===== config.mk =====
export PLATFORM = sky130hd
export DESIGN_NAME = spi_ram_regfile_flat
export DESIGN_NICKNAME = d
export VERILOG_FILES = /design/src/rtl/spi_ram_regfile_if.sv /design/src/rtl/spi_ram_regfile.sv /design/src/flat_wrapper.sv
export SDC_FILE = /design/constraint.sdc
export NUM_CORES = 2
export LEC_CHECK = 0
export ABC_AREA = 0
export CAP_MARGIN = 15
export CORE_ASPECT_RATIO = 0.9
export CORE_MARGIN = 2
export CORE_UTILIZATION = 62
export CTS_CLUSTER_SIZE = 8
export DETAILED_ROUTE_END_ITERATION = 12
export DONT_BUFFER_PORTS = 1
export GPL_TIMING_DRIVEN = 0
export PLACE_DENSITY = 0.84
export SLEW_MARGIN = 20
export SYNTH_ARGS = -nofsm -noshare
export SYNTH_HDL_FRONTEND = slang
export SYNTH_SLANG_ARGS = --single-unit

===== constraint.sdc =====
create_clock -name i_clk -period 105.5 [get_ports i_clk]
set_clock_uncertainty 0.05 [all_clocks]
set_input_delay 21.1 -clock i_clk [delete_from_list [all_inputs] [get_ports i_clk]]
set_output_delay 21.1 -clock i_clk [all_outputs]
set_load 0.01 [all_outputs]

===== src/rtl/spi_ram_regfile_if.sv =====
// spi_ram_regfile_if
// Command/response bundle between the SPI slave and the spi_ram_regfile.
//
// Handshake: valid-only. The regfile accepts a command on every rising edge
// where i_rx_valid=1, so there is no ready signal. o_tx_valid and o_err are
// one-cycle pulses raised on the edge that samples the command. Both
// pulses are never high together.
//
// Signals:
//   i_rx_data    [DATA_WIDTH+1:0]  opcode in the top two bits, payload below
//   i_rx_valid                     command present this cycle
//   o_tx_data    [DATA_WIDTH-1:0]  last read data. It holds until the next good read.
//   o_tx_valid                     pulse: o_tx_data is new
//   o_err                          pulse: command rejected
//   o_busy                         a write or read pointer is armed
//   dbg_*                          pointer/armed state, for observation only
// Modports: master = SPI slave side, slave = regfile side.
interface spi_ram_regfile_if #(
    parameter int DATA_WIDTH   = 8,
    parameter int ADDRESS_SIZE = 8
);
    logic [DATA_WIDTH+1:0]   i_rx_data;
    logic                    i_rx_valid;
    logic [DATA_WIDTH-1:0]   o_tx_data;
    logic                    o_tx_valid;
    logic                    o_err;
    logic                    o_busy;
    logic [ADDRESS_SIZE-1:0] dbg_wr_ptr;
    logic [ADDRESS_SIZE-1:0] dbg_rd_ptr;
    logic                    dbg_wr_armed;
    logic                    dbg_rd_armed;

    modport master (
        output i_rx_data, i_rx_valid,
        input  o_tx_data, o_tx_valid, o_err, o_busy,
        input  dbg_wr_ptr, dbg_rd_ptr, dbg_wr_armed, dbg_rd_armed
    );

    modport slave (
        input  i_rx_data, i_rx_valid,
        output o_tx_data, o_tx_valid, o_err, o_busy,
        output dbg_wr_ptr, dbg_rd_ptr, dbg_wr_armed, dbg_rd_armed
    );
endinterface


===== src/rtl/spi_ram_regfile.sv =====
// spi_ram_regfile
// This module is the memory target behind the SPI slave. Each command word carries
// a 2-bit opcode and a payload:
//   00 write-address   01 write-data   10 read-address   11 read-data
// The module keeps separate write and read pointers. When AUTO_INC=1, each
// pointer advances after every data access and wraps to 0 at LENGTH-1.
//
// Ports:
//   i_clk  rising-edge clock
//   i_rst  asynchronous active-high reset. It clears the outputs, the pointers,
//          the armed flags and every memory word.
//   bus    spi_ram_regfile_if.slave (see the interface for signal meanings)
module spi_ram_regfile #(
    parameter int          DATA_WIDTH   = 8,
    parameter int          ADDRESS_SIZE = 8,
    parameter int unsigned LENGTH       = 2 ** ADDRESS_SIZE,
    parameter bit          AUTO_INC     = 1'b1
) (
    input  logic               i_clk,
    input  logic               i_rst,
    spi_ram_regfile_if.slave   bus
);
    localparam logic [1:0] OP_WR_ADDR = 2'b00;
    localparam logic [1:0] OP_WR_DATA = 2'b01;
    localparam logic [1:0] OP_RD_ADDR = 2'b10;
    localparam logic [1:0] OP_RD_DATA = 2'b11;

    localparam logic [ADDRESS_SIZE-1:0] LAST_ADDR = ADDRESS_SIZE'(LENGTH - 1);

    logic [DATA_WIDTH-1:0]   mem [LENGTH];
    logic [ADDRESS_SIZE-1:0] wr_ptr;
    logic [ADDRESS_SIZE-1:0] rd_ptr;
    logic                    wr_armed;
    logic                    rd_armed;
    logic [DATA_WIDTH-1:0]   tx_data;
    logic                    tx_valid;
    logic                    err;

    logic [1:0]              opcode;
    logic [DATA_WIDTH-1:0]   payload;
    logic                    addr_ok;
    logic [ADDRESS_SIZE-1:0] wr_ptr_next;
    logic [ADDRESS_SIZE-1:0] rd_ptr_next;

    always_comb begin
        opcode  = bus.i_rx_data[DATA_WIDTH+1:DATA_WIDTH];
        payload = bus.i_rx_data[DATA_WIDTH-1:0];
        // An address must fall inside the array and must not have bits above
        // the pointer width. The second test matters when DATA_WIDTH > ADDRESS_SIZE.
        addr_ok = (32'(payload) < LENGTH) && ((payload >> ADDRESS_SIZE) == '0);
        // The wrap is taken at LENGTH-1, not at the natural pointer overflow.
        // This keeps a short array (LENGTH < 2**ADDRESS_SIZE) in range.
        wr_ptr_next = (wr_ptr == LAST_ADDR) ? '0 : wr_ptr + ADDRESS_SIZE'(1);
        rd_ptr_next = (rd_ptr == LAST_ADDR) ? '0 : rd_ptr + ADDRESS_SIZE'(1);
    end

    always_ff @(posedge i_clk or posedge i_rst) begin
        if (i_rst) begin
            wr_ptr   <= '0;
            rd_ptr   <= '0;
            wr_armed <= 1'b0;
            rd_armed <= 1'b0;
            tx_data  <= '0;
            tx_valid <= 1'b0;
            err      <= 1'b0;
            for (int i = 0; i < int'(LENGTH); i++) begin
                mem[i] <= '0;
            end
        end else begin
            tx_valid <= 1'b0;
            err      <= 1'b0;
            if (bus.i_rx_valid) begin
                case (opcode)
                    OP_WR_ADDR: begin
                        if (addr_ok) begin
                            wr_ptr   <= payload[ADDRESS_SIZE-1:0];
                            wr_armed <= 1'b1;
                        end else begin
                            err <= 1'b1;
                        end
                    end
                    OP_WR_DATA: begin
                        if (wr_armed) begin
                            mem[wr_ptr] <= payload;
                            if (AUTO_INC) wr_ptr <= wr_ptr_next;
                        end else begin
                            err <= 1'b1;
                        end
                    end
                    OP_RD_ADDR: begin
                        if (addr_ok) begin
                            rd_ptr   <= payload[ADDRESS_SIZE-1:0];
                            rd_armed <= 1'b1;
                        end else begin
                            err <= 1'b1;
                        end
                    end
                    OP_RD_DATA: begin
                        // Only one command is accepted per edge. A read therefore
                        // always sees writes taken on earlier edges and never
                        // collides with a write.
                        if (rd_armed) begin
                            tx_data  <= mem[rd_ptr];
                            tx_valid <= 1'b1;
                            if (AUTO_INC) rd_ptr <= rd_ptr_next;
                        end else begin
                            err <= 1'b1;
                        end
                    end
                    default: ;
                endcase
            end
        end
    end

    assign bus.o_tx_data    = tx_data;
    assign bus.o_tx_valid   = tx_valid;
    assign bus.o_err        = err;
    assign bus.o_busy       = wr_armed | rd_armed;
    assign bus.dbg_wr_ptr   = wr_ptr;
    assign bus.dbg_rd_ptr   = rd_ptr;
    assign bus.dbg_wr_armed = wr_armed;
    assign bus.dbg_rd_armed = rd_armed;
endmodule


===== src/flat_wrapper.sv =====
// flat-port wrapper written by rule: the top's interface ports become plain ports
module spi_ram_regfile_flat 
#(
    parameter int          DATA_WIDTH   = 8,
    parameter int          ADDRESS_SIZE = 8,
    parameter int unsigned LENGTH       = 2 ** ADDRESS_SIZE,
    parameter bit          AUTO_INC     = 1'b1
)
  (i_clk, i_rst, bus_i_rx_data, bus_i_rx_valid, bus_o_tx_data, bus_o_tx_valid, bus_o_err, bus_o_busy, bus_dbg_wr_ptr, bus_dbg_rd_ptr, bus_dbg_wr_armed, bus_dbg_rd_armed);
  spi_ram_regfile_if #(.DATA_WIDTH(DATA_WIDTH), .ADDRESS_SIZE(ADDRESS_SIZE)) bus_i ();
  input  logic i_clk;
  input  logic i_rst;
  input wire logic [$bits(bus_i.i_rx_data)-1:0] bus_i_rx_data;
  input wire logic [$bits(bus_i.i_rx_valid)-1:0] bus_i_rx_valid;
  output wire logic [$bits(bus_i.o_tx_data)-1:0] bus_o_tx_data;
  output wire logic [$bits(bus_i.o_tx_valid)-1:0] bus_o_tx_valid;
  output wire logic [$bits(bus_i.o_err)-1:0] bus_o_err;
  output wire logic [$bits(bus_i.o_busy)-1:0] bus_o_busy;
  output wire logic [$bits(bus_i.dbg_wr_ptr)-1:0] bus_dbg_wr_ptr;
  output wire logic [$bits(bus_i.dbg_rd_ptr)-1:0] bus_dbg_rd_ptr;
  output wire logic [$bits(bus_i.dbg_wr_armed)-1:0] bus_dbg_wr_armed;
  output wire logic [$bits(bus_i.dbg_rd_armed)-1:0] bus_dbg_rd_armed;
  assign bus_i.i_rx_data = bus_i_rx_data;
  assign bus_i.i_rx_valid = bus_i_rx_valid;
  assign bus_o_tx_data = bus_i.o_tx_data;
  assign bus_o_tx_valid = bus_i.o_tx_valid;
  assign bus_o_err = bus_i.o_err;
  assign bus_o_busy = bus_i.o_busy;
  assign bus_dbg_wr_ptr = bus_i.dbg_wr_ptr;
  assign bus_dbg_rd_ptr = bus_i.dbg_rd_ptr;
  assign bus_dbg_wr_armed = bus_i.dbg_wr_armed;
  assign bus_dbg_rd_armed = bus_i.dbg_rd_armed;
  spi_ram_regfile #(.DATA_WIDTH(DATA_WIDTH), .ADDRESS_SIZE(ADDRESS_SIZE), .LENGTH(LENGTH), .AUTO_INC(AUTO_INC)) u_core (.i_clk(i_clk), .i_rst(i_rst), .bus(bus_i));
endmodule

After elaboration in Yosys (flattened, before gate mapping)
Index checks and enable logic that the tools add are counted.
{ "word_totals": {"latch_bits": 0, "mem_count": 0, "romBits": 0, "inputBits": 13, "out_inout_bits": 29, "mem_bits_rw": 0, "wordCells": 308, "register_bits": 2076} }
{ "classes": {"n_eq_ne": 7, "div_mod_pow": 0, "multipliers": 0, "mux": 19, "n_reduce_logical": 11, "magnitude_cmp": 3, "n_bitwise": 3, "shifts": 0, "addsub": 2} }
{ "ops": {"columns": ["cell", "count"], "rows": [
  ["$bwmux 2048", 1],
  ["$bmux 8 s8", 1],
  ["$demux 8 s8", 1],
  ["$mux 8", 7],
  ["$pmux 8 s2", 2],
  ["$ge 9x9->1 const B", 2],
  ["$not 8->9", 2],
  ["$add 8x1->8 const B", 2],
  ["$eq 8x8->1 const B", 2],
  ["$reduce_and 3->1", 4],
  ["$lt 9x1->1 const B", 1],
  ["$mux 1", 6],
  ["$eq 2x2->1 const B", 2],
  ["$ne 2x1->1 const B", 2],
  ["$reduce_and 2->1", 2],
  ["$reduce_bool 2->1", 2],
  ["$pmux 1 s3", 1],
  ["$eq 2x1->1 const B", 1],
  ["$logic_not 2->1", 1],
  ["$reduce_or 2->1", 1],
  ["$logic_and 1x1->1", 1],
  ["$or 1x1->1", 1]
]} }

Longest topological paths before layout
{ "logic_depth": {"ltp_word": 6, "mapped_depth": 12, "mapped_depth_nobuf": 7} }

Worst setup path before layout
Ideal clock, no wire load.
{ "synth_timing": {"kind": "input-to-reg", "from": "input bus_i_rx_data[9]", "to": "register u_core.mem[1592] (netlist name)", "t_arrival_ns": 22.873, "t_required_ns": 105.325, "path_buffers": 4, "slack_ns": 82.452, "path_stages": 9, "path_cell_list": "clkbuf_1 > nor2b_2 > and3_1 > buf_4 > buf_6 > nand3_2 > buf_4 > nor2_2 > mux2_2"} }
{ "synth_via": {"elab_chain_len": 2} }
{ "synth_rtl": {"columns": ["item", "line_no", "rtl"], "rows": [
  ["start: declaration", "flat_wrapper.sv:13", "input wire logic [$bits(bus_i.i_rx_data)-1:0] bus_i_rx_data;"],
  ["$eq 2x1->1", "spi_ram_regfile.sv:73", "case (opcode)"],
  ["$reduce_and 3->1 (no source line)", null, null],
  ["end signal: indexed assignment", "spi_ram_regfile.sv:84", "mem[wr_ptr] <= payload;"],
  ["end: declaration", "spi_ram_regfile.sv:30", "logic [DATA_WIDTH-1:0] mem [LENGTH];"]
]} }
No other way between the ends.
A chain may end at the register's enable or synchronous reset.

Final worst setup path
{ "layout_timing": {"from": "input bus_i_rx_data[9]", "to": "register u_core.tx_data[7] (netlist: u_core.bus.o_tx_data[7])"} }
{ "layout_via": {"elab_chain_len": 2} }
{ "layout_rtl": {"columns": ["item", "line_no", "rtl"], "rows": [
  ["$eq 2x2->1", "spi_ram_regfile.sv:73", null],
  ["$reduce_and 3->1 (no source line)", null, null],
  ["end signal: assignment", "spi_ram_regfile.sv:103", "tx_data <= mem[rd_ptr];"],
  ["end: declaration", "spi_ram_regfile.sv:35", "logic [DATA_WIDTH-1:0] tx_data;"]
]} }
No other way between the ends.

==> metrics list <==
* Status: complete, no violations
- Met3 capacity usage during global routing: 15.6%
- Of all nets on the critical path, the largest fanout is 10.
- The initial antenna violation count was 31.
- Final WL: 335000 um
- The first global-routing pass estimated 476000 um of wire.
- The synthesized netlist devotes 0.0652% of its cell area to adder and majority cells.
- Total of endpoints with negative setup slack in the final report: 0
* Ranking of synthesized cells by area: sky130_fd_sc_hd__dfrtp_1 54%, sky130_fd_sc_hd__mux2_2 25%, sky130_fd_sc_hd__mux4_2 9.6%
* Starting Density: 62.7%
- Detailed routing inserted a total of 63500 vias.
- In the final timing run, aggregate negative setup slack is 0 ns.
* Seq/Total Area, Yosys: 54.1%
- In this run the clock root is driven by a sky130_fd_sc_hd__clkbuf_16.
- Top cell type by total area after synthesis: sky130_fd_sc_hd__dfrtp_1
- The tightest min-delay check is of the register to register type.
* Cell with the most instances after synthesis: sky130_fd_sc_hd__mux2_2
* Pin count of the biggest net entering global routing: 115
- Dividing the detail-routed via count by the number of cells gives 7.30.
- Power per cell area: 19.1 mW/mm2
- Buffer count from post-CTS setup fixing: 0
* Setup repair after global routing missed its margin: false
- Data on the critical path arrives at its endpoint at 25.02 ns.
- Detailed Route Iter0 Violations: 8346
- Clock-pin slew on the worst setup and hold paths: 0.05 ns
- The worst setup path is captured at a register.
- Cell variety after synth: 78
* Final critical delay including setup and external delays: 24.22 ns
* Least-Margin Pin Slew: 1.27 ns
- Number of hold violations in the final report: 0
* Share of the clock period used by the worst path after layout: 23.0%
- Clk_lat worst skew: 0.92 ns
- Routed length per instance: 38.6 um
- The floorplan has 136 rows.
* Fraction of registers with async set/reset: 100%
- Detailed placement ended at an HPWL of 234000 um.
- Count of warnings emitted by yosys: 0
* Routing layer with the top usage in global route: met2
- Clock buffers created by TritonCTS: 310
* Global-route track usage on met2: 59.6%
- Number of global-route vias before repair: 65300
- In the synthesized netlist, the cells that appear most often are 2115 x sky130_fd_sc_hd__mux2_2, 2076 x sky130_fd_sc_hd__dfrtp_1, 408 x sky130_fd_sc_hd__mux4_2.
- Number of sinks handled by clock tree synthesis: 2076
* Largest voltage drop on the vdd net: 0.0177 mV
* Prevailing post-synth register cell: sky130_fd_sc_hd__dfrtp_1
- In this run the cell area of the synthesized design comes to 0.0960 mm2.
- Cts repair resizes: 0
- Syn_area_per_cell: 15.2 um2
- Headroom to the max-slew limit came out at 15.2%.
- Maximum root-to-sink buffer count: 4
* Setup slack at placement: 80.81 ns
- The detail route stage leaves a number of antenna-violating nets equal to 0.
- Summing the areas of all compound-gate instances in the mapped netlist gives 3.07% of the synthesized area.
* Area share of the leading cell type in the synthesized netlist: 54.1%
- The first detailed-routing pass ran for 7 iterations.
- NumNets Final: 6675
- The H-tree was split into 5 levels.
- For the worst setup path, the data required time is 106.29 ns.
- Horizontal die dimension: 419 um
* Final critical-path setup slack: 81.28 ns
- DRC errors left: 0
- Placeable Area: 0.153 mm2
* Placer congestion estimate: 1.02
- Number of flops mapped to enable cells by yosys: 0
- For this run the aggregate overflow at the end of global routing stands at 0.
- Post-synthesis mux area share: 36.6%
- Worst R2R Path Depth: 10
- The critical path is of the input pin to register type.
- The number of max-slew violations in the final report came to 0.
- The floorplan step defined a die boundary enclosing 0.158 mm2.
* Dpl cell area: 0.0992 mm2
- In this run the count of I/O pins placed on the die edge is 42.
- The analysis attributes to cell leakage a power of 0.0513 uW.
- Post-Synth Simple-Gate Area: 3.34%
* Met1 usage in global routing: 54.6%
- Summing the areas of all xor and xnor instances in the mapped netlist gives 0% of the synthesized area.
- Clock tree from TritonCTS: built
- Counting flops and latches in the post-synthesis netlist gives 2076.
- Max Freq: 41.3 MHz
- Compared with the post-synthesis result, the final layout area differs by 11.7%.
- GRT Util Overall: 43.0%
- After synthesis, the largest family of logic cells by area is multiplexers.
- Across the run, the number of max-cap violations was 0.
- The worst setup path is launched from an input pin.
- Hold Path Depth: 1
- Die H: 377 um
- Post-route cell area: 0.107 mm2
- Fraction of layout instances using a drive strength above 1: 49.0%
* Number of nets produced by synthesis: 6338
- Gate Count Post-Synth: 6320
- The number of hold buffers added after CTS was 0.
- Number of input and output port buffers inserted: 0
==> placed cells by master, fill, tap and decap left out, types with 8 or more instances in the layout <==
cell type,n
sky130_fd_sc_hd__mux2i_1,209
sky130_fd_sc_hd__dfrtp_1,2076
sky130_fd_sc_hd__o22ai_1,38
sky130_fd_sc_hd__buf_16,24
sky130_fd_sc_hd__buf_1,20
sky130_fd_sc_hd__nand4_1,15
sky130_fd_sc_hd__nor2_1,53
sky130_fd_sc_hd__o21bai_1,9
sky130_fd_sc_hd__clkbuf_2,18
sky130_fd_sc_hd__inv_1,8
sky130_fd_sc_hd__a21oi_1,73
sky130_fd_sc_hd__o221ai_1,52
sky130_fd_sc_hd__nor4_1,12
sky130_fd_sc_hd__clkbuf_1,288
sky130_fd_sc_hd__mux2_2,2115
sky130_fd_sc_hd__buf_8,8
sky130_fd_sc_hd__o211ai_1,9
sky130_fd_sc_hd__o2111ai_1,18
sky130_fd_sc_hd__nor3_1,39
sky130_fd_sc_hd__a221oi_1,9
sky130_fd_sc_hd__a22oi_1,65
sky130_fd_sc_hd__buf_6,35
sky130_fd_sc_hd__buf_4,68
sky130_fd_sc_hd__nand3_1,46
sky130_fd_sc_hd__nand2b_1,9
sky130_fd_sc_hd__nor2_2,152
sky130_fd_sc_hd__clkbuf_16,314
sky130_fd_sc_hd__nor2_4,9
sky130_fd_sc_hd__nor2b_1,12
sky130_fd_sc_hd__a211oi_1,14
sky130_fd_sc_hd__buf_2,66
sky130_fd_sc_hd__o21ai_0,65
sky130_fd_sc_hd__and3_1,24
sky130_fd_sc_hd__diode_2,24
sky130_fd_sc_hd__mux4_2,408
sky130_fd_sc_hd__nand2_1,133
sky130_fd_sc_hd__nand3_2,17
==> routing by layer <==
metal  wire length [um]  part of all wire, %
met1             119000                   36
met2             142000                   42
met3              41200                   12
met4              32300                  9.6
met5                414                 0.12
==> sequential cells by signal, indices dropped and copies added, names as in the netlist <==
register and count:
u_core.bus.o_tx_data 8, u_core.bus.o_err 1, u_core.bus.dbg_rd_armed 1, u_core.bus.o_tx_valid 1, u_core.bus.dbg_wr_ptr 8, u_core.mem 2048
u_core.bus.dbg_wr_armed 1, u_core.bus.dbg_rd_ptr 8
==> area by class of cell <==
class,count,area (um2)
buffer,501,2660
clock buffer,321,7900
inverter,11,48.8
tap,2001,2500
fill,9814,45900
antenna,24,60.1
multi-input combinational,3732,41400
sequential,2076,51900
clock inverter,7,65.1
timing repair buffer,25,668
==> cells by family (layout without fill, tap and decap cells) <==
kind of cell,after synthesis,count (layout)
muxes,2734,2734
DFF,2076,2076
and+or+nand+nor,573,573
buffers and inverters,512,865
AOI/OAI and AO/OA,420,420
adders and majority gates,5,5
other,0,24
==> report_power, final <==
| part | switching [uW] | internal, uW | total [uW] |
|---|---|---|---|
| sequential | 23.6 | 827 | 850 |
| clock | 338 | 521 | 860 |
| combinational | 237 | 101 | 338 |
| total | 599 | 1450 | 2050 |
==> critical path, cell delays in order <==
cell	delay (ns)
sky130_fd_sc_hd__clkbuf_1	0.27
sky130_fd_sc_hd__nand4_1	0.47
sky130_fd_sc_hd__clkbuf_1	0.53
sky130_fd_sc_hd__nor2_1	0.76
sky130_fd_sc_hd__o21ai_0	0.44
sky130_fd_sc_hd__a311oi_1	0.81
sky130_fd_sc_hd__nand3_1	0.41
sky130_fd_sc_hd__o21ai_1	0.22
==> final timing paths <==
kind	startpoint	slack (ns)	to
min in group asynchronous	i_rst	19.98	u_core.mem[604]
max	bus_i_rx_data[9]	81.28	u_core.bus.o_tx_data[7]
min	u_core.mem[1765]	0.45	u_core.mem[1765]
min reg2reg	u_core.mem[1765]	0.45	u_core.mem[1765]
max in group asynchronous	i_rst	82.53	u_core.mem[1218]
max reg2reg	u_core.bus.dbg_rd_ptr[4]	99.96	u_core.bus.o_tx_data[7]
==> through the flow <==
step	hold slack [ns]	utilization, %	total power [uW]	instances
final	0.447	70.0	2050	8698
after global routing	0.455	70.0	2080	8676
after CTS	0.449	70.0	2030	8674
after detailed placement	0.438	64.8	1180	8346
after global placement	0.429	64.3	1180	8321
after floorplan	0.420	-	1040	6320
(Power assumes the default switching activity.)
